`config.mk`:
```
export PLATFORM = sky130hd
export DESIGN_NAME = aux_input_conditioner
export DESIGN_NICKNAME = d
export VERILOG_FILES = /design/src/rtl/aux_input_conditioner.sv
export SDC_FILE = /design/constraint.sdc
export NUM_CORES = 1
export LEC_CHECK = 0
export CORE_MARGIN = 8
export CORE_UTILIZATION = 56
export CTS_CLUSTER_DIAMETER = 50
export DETAILED_ROUTE_END_ITERATION = 12
export PLACE_DENSITY = 0.85
export SLEW_MARGIN = 20
export SYNTH_ARGS = -nofsm -noshare
export SYNTH_HDL_FRONTEND = slang
export SYNTH_SLANG_ARGS = --single-unit
export TNS_END_PERCENT = 10
```
`constraint.sdc`:
```
create_clock -name clk -period 2.7 [get_ports clk]
set_clock_uncertainty 0.2 [all_clocks]
set_input_delay 0.405 -clock clk [delete_from_list [all_inputs] [get_ports clk]]
set_output_delay 0.405 -clock clk [all_outputs]
set_load 0.02 [all_outputs]
```
`src/rtl/aux_input_conditioner.sv`:
```
// aux_input_conditioner: synchronizes and debounces the resume button and switch bank onto clk.
module aux_input_conditioner #(
   parameter int SwtBit      = 16,
   parameter int SyncStages  = 2,
   parameter int DebounceCnt = 1000000
) (
   input  logic              clk,
   input  logic              rst,
   input  logic              btn_raw,
   input  logic [SwtBit-1:0] swt_raw,
   output logic              btn_level,
   output logic              btn_press,
   output logic              btn_release,
   output logic [SwtBit-1:0] swt_stable,
   output logic [SwtBit-1:0] swt_toggled,
   output logic              swt_changed
);
   localparam int CW = $clog2(DebounceCnt) + 1;
   localparam logic [CW-1:0] LAST = CW'(DebounceCnt - 1);
   typedef enum logic [1:0] {S_LOW, S_RISE, S_HIGH, S_FALL} state_t;
   logic [SyncStages-1:0]             btn_sync_q;
   logic [SyncStages-1:0][SwtBit-1:0] swt_sync_q;
   logic                              btn_sync;
   logic [SwtBit-1:0]                 swt_sync;
   state_t                            state_q, state_d;
   logic [CW-1:0]                     bcnt_q, bcnt_d, scnt_q, scnt_d;
   logic                              press_q, press_d, release_q, release_d, level_q, level_d;
   logic [SwtBit-1:0]                 cand_q, cand_d, stable_q, stable_d, toggled_q, toggled_d;
   logic                              changed_q;
   assign btn_sync = btn_sync_q[SyncStages-1];
   assign swt_sync = swt_sync_q[SyncStages-1];
   always_comb begin
      state_d   = state_q;
      bcnt_d    = bcnt_q;
      press_d   = 1'b0;
      release_d = 1'b0;
      case (state_q)
         S_LOW:
            if (btn_sync) begin
               if (DebounceCnt == 1) begin
                  state_d = S_HIGH;
                  press_d = 1'b1;
               end else begin
                  state_d = S_RISE;
                  bcnt_d  = CW'(1);
               end
            end
         S_RISE:
            if (!btn_sync) begin
               state_d = S_LOW;
               bcnt_d  = '0;
            end else if (bcnt_q == LAST) begin
               state_d = S_HIGH;
               press_d = 1'b1;
               bcnt_d  = '0;
            end else bcnt_d = bcnt_q + 1'b1;
         S_HIGH:
            if (!btn_sync) begin
               if (DebounceCnt == 1) begin
                  state_d   = S_LOW;
                  release_d = 1'b1;
               end else begin
                  state_d = S_FALL;
                  bcnt_d  = CW'(1);
               end
            end
         S_FALL:
            if (btn_sync) begin
               state_d = S_HIGH;
               bcnt_d  = '0;
            end else if (bcnt_q == LAST) begin
               state_d   = S_LOW;
               release_d = 1'b1;
               bcnt_d    = '0;
            end else bcnt_d = bcnt_q + 1'b1;
      endcase
      level_d = (state_d == S_HIGH) || (state_d == S_FALL);
   end
   // Any moving switch bit restarts the single shared window for the whole bank.
   always_comb begin
      cand_d    = cand_q;
      scnt_d    = '0;
      stable_d  = stable_q;
      toggled_d = '0;
      if (swt_sync != cand_q) cand_d = swt_sync;
      else if (cand_q != stable_q) begin
         if (scnt_q == LAST) begin
            stable_d  = cand_q;
            toggled_d = stable_q ^ cand_q;
         end else scnt_d = scnt_q + 1'b1;
      end
   end
   always_ff @(posedge clk) begin
      if (rst) begin
         btn_sync_q <= '0;
         swt_sync_q <= '0;
         state_q    <= S_LOW;
         bcnt_q     <= '0;
         scnt_q     <= '0;
         press_q    <= 1'b0;
         release_q  <= 1'b0;
         level_q    <= 1'b0;
         cand_q     <= '0;
         stable_q   <= '0;
         toggled_q  <= '0;
         changed_q  <= 1'b0;
      end else begin
         btn_sync_q <= {btn_sync_q[SyncStages-2:0], btn_raw};
         swt_sync_q <= {swt_sync_q[SyncStages-2:0], swt_raw};
         state_q    <= state_d;
         bcnt_q     <= bcnt_d;
         scnt_q     <= scnt_d;
         press_q    <= press_d;
         release_q  <= release_d;
         level_q    <= level_d;
         cand_q     <= cand_d;
         stable_q   <= stable_d;
         toggled_q  <= toggled_d;
         changed_q  <= |toggled_d;
      end
   end
   assign btn_level   = level_q;
   assign btn_press   = press_q;
   assign btn_release = release_q;
   assign swt_stable  = stable_q;
   assign swt_toggled = toggled_q;
   assign swt_changed = changed_q;
endmodule
```
### Word level (Yosys, flattened, before mapping)

Cells that the tools add are included.

| word-level totals | value |
|---|---|
| register bits after elaboration | 130 |

| cells by class | value |
|---|---|
| add/subtract/negate cells | 2 |
| equal/unequal tests | 11 |
| muxes and demuxes | 17 |
| bitwise gates (word level) | 6 |
| reductions and logical operators | 8 |

Operator list:

| kind | count |
|---|---|
| 21-bit 2-to-1 mux | 5 |
| 21-bit case mux with 4 select lines | 1 |
| 16-bit 2-to-1 mux | 3 |
| 21-bit by 1-bit adder with 21-bit output (second input constant) | 2 |
| 21-bit by 20-bit == test with 1-bit output (second input constant) | 2 |
| 16-bit != test | 2 |
| 16-bit OR reduction | 1 |
| 16-bit XOR | 1 |
| 2-bit 2-to-1 mux | 6 |
| 2-bit == test (second input constant) | 4 |
| 2-bit case mux with 4 select lines | 1 |
| 3-bit OR reduction | 2 |
| 1-bit inverter | 5 |
| 2-bit != test (second input constant) | 2 |
| 4-bit OR reduction | 1 |
| 3-bit AND reduction | 1 |
| 2-bit by 1-bit == test with 1-bit output (second input constant) | 1 |
| 2-bit logical NOT | 1 |
| 2-bit AND reduction | 1 |
| 1-bit logical OR | 1 |
| 1-bit 2-to-1 mux | 1 |

### Logic depth before layout (Yosys ltp)

Gate-level depths: netlist of the first run.

| depth | value |
|---|---|
| depth after elaboration | 6 |
| mapped depth | 7 |
| gate-level depth less buffers | 6 |

### Least setup slack after synthesis of the first run

OpenSTA, ideal clock, no wires.

| timing | value |
|---|---|
| path kind | register to register |
| start | register bcnt_q[0] |
| end | register bcnt_q[15] |
| data arrival time | 1.711 ns |
| path slack | 0.728 ns |
| stages on the path, launching flop included | 7 |
| buffers on the path | 0 |
| clock period less this slack | 1.972 ns |
| path through | dfxtp_1 > ha_1 > and2_1 > and4_1 > a211oi_4 > or3b_1 > nand3_1 |

| on the way | value |
|---|---|
| word-level cells in the longest chain between the ends | 4 |
| elaborated cells between the ends (all ways) | 6 |

RTL lines:

| item | line | RTL |
|---|---|---|
| start, declared | 26 | `logic [CW-1:0] bcnt_q, bcnt_d, scnt_q, scnt_d;` |
| start signal, assigned | 111 | `bcnt_q <= bcnt_d;` |
| 21-bit by 1-bit adder with 21-bit output / 21-bit by 20-bit == test with 1-bit output (equally long branches) | n/a |  |
| 21-bit 2-to-1 mux (*) | 52, 71 |  |
| 21-bit 2-to-1 mux, on equally long branches | 68, 49 |  |
| 21-bit case mux with 4 select lines (*) | 37 | `case (state_q)` |

Every way passes the cells marked *; elsewhere a longest branch is shown, timed or not.
A chain may end at the register's enable or synchronous reset.

### Worst setup path after layout of the first run

| timing | value |
|---|---|
| start | register bcnt_q[0] |
| end | register bcnt_q[5] |

The elaborated chain is that of the path after synthesis.

==> results of run 1 <==
worst max-delay path: cells and delay by family, from the launching register on:
kind | cells | cell delay, ps
flops | 1 | 360
compound gates | 3 | 830
fa+ha+maj | 1 | 250
buf+inv | 1 | 230
simple gates | 2 | 460
through the flow:
step	power, W	cell area [um^2]
after floorplan	0.00210	5030
after global placement	0.00214	5640
after detailed placement	0.00215	5640
after CTS	0.00435	6220
after global routing	0.00447	6220
final	0.00433	6220
cells in the final DEF, fill, tap and decap left out, types with 3 or more instances in the layout:
cell type,n
nor4b_1,3
inv_1,4
bufinv_16,3
nand3_1,17
nor4_1,7
nand4_1,17
clkinvlp_4,5
and2_1,6
and3_1,8
nor3_1,26
mux2i_1,18
nor2_2,9
dfxtp_1,130
xnor2_1,53
and4_1,4
buf_4,6
a21oi_1,5
clkbuf_16,16
clkinv_2,4
a31oi_1,3
a22o_1,3
clkdlybuf4s50_1,53
nand2_1,53
xor2_1,9
nor2b_1,51
nor2_1,31
routing by layer:
layer	part of all wire	up-vias	track usage
met2	0.48	127	0.277
met5	0	-	0
met3	0.057	29	0.0557
li1	-	1823	-
met4	0.023	0	0.0802
met1	0.44	1733	0.199
area by class of cell:
class,instances,area (um^2)
Clock buffer,18,418
Clock inverter,14,165
Fill cell,585,2500
Inverter,5,18.8
Multi-Input combinational cell,350,2300
Sequential cell,130,2600
Tap cell,108,135
Timing Repair Buffer,60,581
sequential cells by signal, summed over array words and instances, names as in the netlist, 2 cells and up:
register and flops:
swt_stable 16, btn_sync_q 2, swt_sync 16, cand_q 16, bcnt_q 21, scnt_q 21, state_q 2, swt_sync_q 16
swt_toggled 16
power by group through the flow:
stage / Sequential, W / Combinational, W / Clock (W)
after floorplan: 0.00201 / 0.0000936 / 0
after global placement: 0.00201 / 0.000133 / 0
after detailed placement: 0.00201 / 0.000135 / 0
after CTS: 0.00197 / 0.000138 / 0.00224
after global routing: 0.00197 / 0.000151 / 0.00234
final: 0.00197 / 0.000138 / 0.00222
cells by family after synthesis:
family / after synthesis / share of synthesized area
DFF: 130 / 0.517
muxes: 18 / 0.0358
and+or+nand+nor: 245 / 0.267
adders and majority gates: 2 / 0.00497
AOI/OAI and AO/OA: 22 / 0.0383
buffers and inverters: 24 / 0.0259
xor gates and xnor gates: 63 / 0.111
worst paths after layout:
kind	slack [ps]	to	depth (start not counted)	from
worst max-delay path	300	bcnt_q[5]	7	bcnt_q[0]
worst min-delay path	30	bcnt_q[1]	2	rst
worst max register to register	300	bcnt_q[5]	7	bcnt_q[0]
worst min register to register	230	swt_sync[9]	1	swt_sync_q[9]
==> out/qor.txt, run 1 <==
Top cells by count, synth: 130 x dfxtp_1, 53 x nand2_1, 53 x xnor2_1, 51 x nor2b_1, 31 x nor2_1
Worst path cell trace: ha_1 -> and2_1 -> and4_1 -> a211oi_4 -> buf_4 -> a41oi_1 -> a31oi_1
Total gr overflow: 0
Syn nets: 525
Min Hold Slack: 29.8 ps
Max incr delay on CP: 550 ps
Unrepaired setup endpoints after global routing: no
IO Pins: 55
Outcome: complete, no violations
P_int: 0.00342 W
Fin crit period: 2400 ps
Hold Crit Class: primary input to register
Worst slew pin tran: 610 ps
Syn avg cell area: 9.98 um^2
Logic pwr share: 0.032
Area Overhead vs Synth: 23.6%
Async set-reset flop share out of synthesis: 0
Critical path launch point type: register
Num CTS Buffers: 17
Synth top area share: 0.517
Gr usage total: 0.171
First-pass GRT wire length: 17,400 um
Yosys top cell by area: dfxtp_1
Fin util: 0.713
Fmax: 416 MHz
Crit path max fanout: 13
Clk sinks: 130
Switching power: 0.000917 W
Chip height: 111 um
Largest net degree at the start of global routing: 51
Clock Power Share: 0.513
CTS Buffer Depth: 2
Starting Density: 0.577
Top cells by area, synth: dfxtp_1 52%, xnor2_1 9.2%, nor2b_1 6.3%
VDD IR max: 0.000457 V
Detailed Route WL: 10,400 um
Share of cells above drive strength 1: 0.0988
Post-place setup slack: 370 ps
Yosys reg bits: 130
Pwr Density: 697 nW/um^2
Final setup violation count: 0
Clock latency on the worst-skew pair: 520 ps
Antenna diodes: 0
Reg power frac: 0.455
Final worst-path cycle share: 0.890
CTS H-tree depth: 4
Worst endpoint data arrival time: 2650 ps
Core area: 8720 um^2
Endpoints failing hold: 0
Max Transition Viols Final: 0
Slowest cell on the critical path: a211oi_4
Main synth FF type: dfxtp_1
DP HPWL: 6810 um
CTS root buf: clkbuf_8
Crit. End Element: register
Vias per inst: 5.42
# rows: 34
Routability cong.: 0.871
Count leader, synth: dfxtp_1
Vias in the first global route: 3,661
Max_slew headroom: 0.592
DR pass1 iterations: 4
Syn. warnings: 0
Layout Nets: 585
Worst setup path category: register to register
Maxcap violations: 0
Worst-path clk slew: 60 ps
DRT iter0 DRCs: 136
Cts repair resizes: 0
Post-synth EDFFs: 0
Die W: 111 um
Post-CTS Setup Bufs: 0
Initial antenna violation count: 0
P_leak: 2.11 nW
Hold Buf Count CTS: 0
Count of input and output buffers: 54
Post-Synthesis Cells: 504
Mapped cell area: 5030 um^2
Sequential share of the synthesized area: 0.517
WL/cell: 15.1 um
CTS tree: built
Library cells used by synthesis: 49
Fin Setup TNS: 0 ps
ANT nets after route: 0
Crit path required time: 2940 ps
Die area: 12,300 um^2
Drt drc: 0
Sw frac: 0.212
Vias: 3,712
Placed Instances: 653
Final worst slack: 298 ps
Final cell count without fillers: 685
Power figures use the tool's default switching activity.
==> inputs of run 2 (changes only) <==
Settings changed: CORE_UTILIZATION 56 to 25, PLACE_DENSITY 0.85 to 0.48.
==> out/qor.txt, run 2 (synthesis results as in run 1) <==
Outcome: complete, no violations
Count of input and output buffers: 54
Post-place setup slack: 474 ps
Clock latency on the worst-skew pair: 410 ps
CTS tree: built
P_leak: 2.12 nW
Share of cells above drive strength 1: 0.0986
Fin Setup TNS: 0 ps
Clk sinks: 130
DRT iter0 DRCs: 223
Die W: 158 um
Antenna diodes: 0
Final setup violation count: 0
Vias per inst: 4.20
Cts repair resizes: 0
Crit. End Element: register
Fillers: 2,054
DP HPWL: 7800 um
Max_slew headroom: 0.598
Pwr Density: 676 nW/um^2
# rows: 52
Vias in the first global route: 3,467
IO Pins: 55
Layout Nets: 586
Fmax: 445 MHz
Routability cong.: 0.796
Hold Crit Class: primary input to register
Maxcap violations: 0
Core area: 20,000 um^2
Total gr overflow: 0
Starting Density: 0.252
Worst endpoint data arrival time: 2400 ps
Num CTS Buffers: 17
Final worst slack: 451 ps
Fin crit period: 2250 ps
Most frequent cells in the layout: 130 x dfxtp_1, 53 x nand2_1, 53 x xnor2_1, 53 x clkdlybuf4s50_1, 51 x nor2b_1
WL/cell: 12.7 um
Worst r2r path cells: 6
Endpoints failing hold: 0
Largest net degree at the start of global routing: 49
CTS Buffer Depth: 2
Drt drc: 0
Most frequent standard cell in the layout excluding fill and tap cells: dfxtp_1
Unrepaired setup endpoints after global routing: no
Initial antenna violation count: 0
Hold Buf Count CTS: 0
Post-CTS Setup Bufs: 0
Critical path launch point type: register
Final cell count without fillers: 848
Gr usage total: 0.0900
First-pass GRT wire length: 17,500 um
Placed Instances: 816
Die area: 24,900 um^2
Vias: 3,565
Final worst-path cycle share: 0.833
WHS Path Cells: 2
Worst slew pin tran: 603 ps
Worst setup path category: register to register
CTS H-tree depth: 4
Crit path required time: 2850 ps
ANT nets after route: 0
Biggest regs: bcnt_q: 21 flops, scnt_q: 21 flops
Max Transition Viols Final: 0
Crit path max fanout: 10
Detailed Route WL: 10,700 um
CTS root buf: clkbuf_16
Worst-path clk slew: 50 ps
VDD IR max: 0.000456 V
Area Overhead vs Synth: 27.8%
DR pass1 iterations: 4
Chip height: 158 um
[run 2: cell count changes in the layout (fill, tap and decap cells not counted)]
cell / before / now
clkinv_2: 4 / 5
clkbuf_1: 1 / 2
clkbuf_8: 1 / 3
clkinv_4: 2 / 0
clkinvlp_4: 5 / 3
clkbuf_16: 16 / 17
buf_4: 6 / 7
bufinv_16: 3 / 2
[run 2: power by group]
group          switching (W)  internal [W]  leakage (nW)
sequential         0.0000210       0.00195          1.06
combinational      0.0000716     0.0000675         0.783
clock               0.000815       0.00142         0.282
total               0.000907       0.00344          2.12
[run 2: routing by layer]
metal	up-vias	wire length (um)	GRT usage
met2	60	4720	0.132
met5	-	0	0
li1	1829	-	-
met3	6	614	0.0322
met1	1670	5290	0.117
met4	0	105	0.0381
[run 2: area by class of cell]
| cell class | count | area (um^2) | area share |
|---|---|---|---|
| clock buffers | 22 | 474 | 0.0738 |
| clock inverters | 10 | 108 | 0.0167 |
| inverters | 5 | 18.8 | 0.00292 |
| multi-input cells | 350 | 2300 | 0.358 |
| flip-flops and latches | 130 | 2600 | 0.405 |
| well taps | 270 | 338 | 0.0526 |
| repair buffers | 61 | 588 | 0.0915 |
[run 2: path summary, 6_finish.rpt]
check,startpoint,endpoint,slack (ps)
max,bcnt_q[0],bcnt_q[15],450
min,rst,cand_q[5],170
max reg2reg,bcnt_q[0],bcnt_q[15],450
min reg2reg,swt_sync_q[13],swt_sync[13],230
[run 2: critical path: stages (launching register included)]
cell      delay, ps
dfxtp_1         360
ha_1            240
and2_1          200
and4_1          250
a211oi_4        460
or3b_1          390
nand3_1          80
[run 2: stage by stage]
stage / utilization / area, um^2 / hold slack, ps / power [W]
final: 0.322 / 6430 / 175 / 0.00435
after global routing: 0.322 / 6430 / 186 / 0.00452
after CTS: 0.322 / 6430 / 173 / 0.00441
after detailed placement: 0.293 / 5850 / 224 / 0.00216
after global placement: 0.293 / 5850 / 227 / 0.00215
after floorplan: - / 5030 / 214 / 0.00210
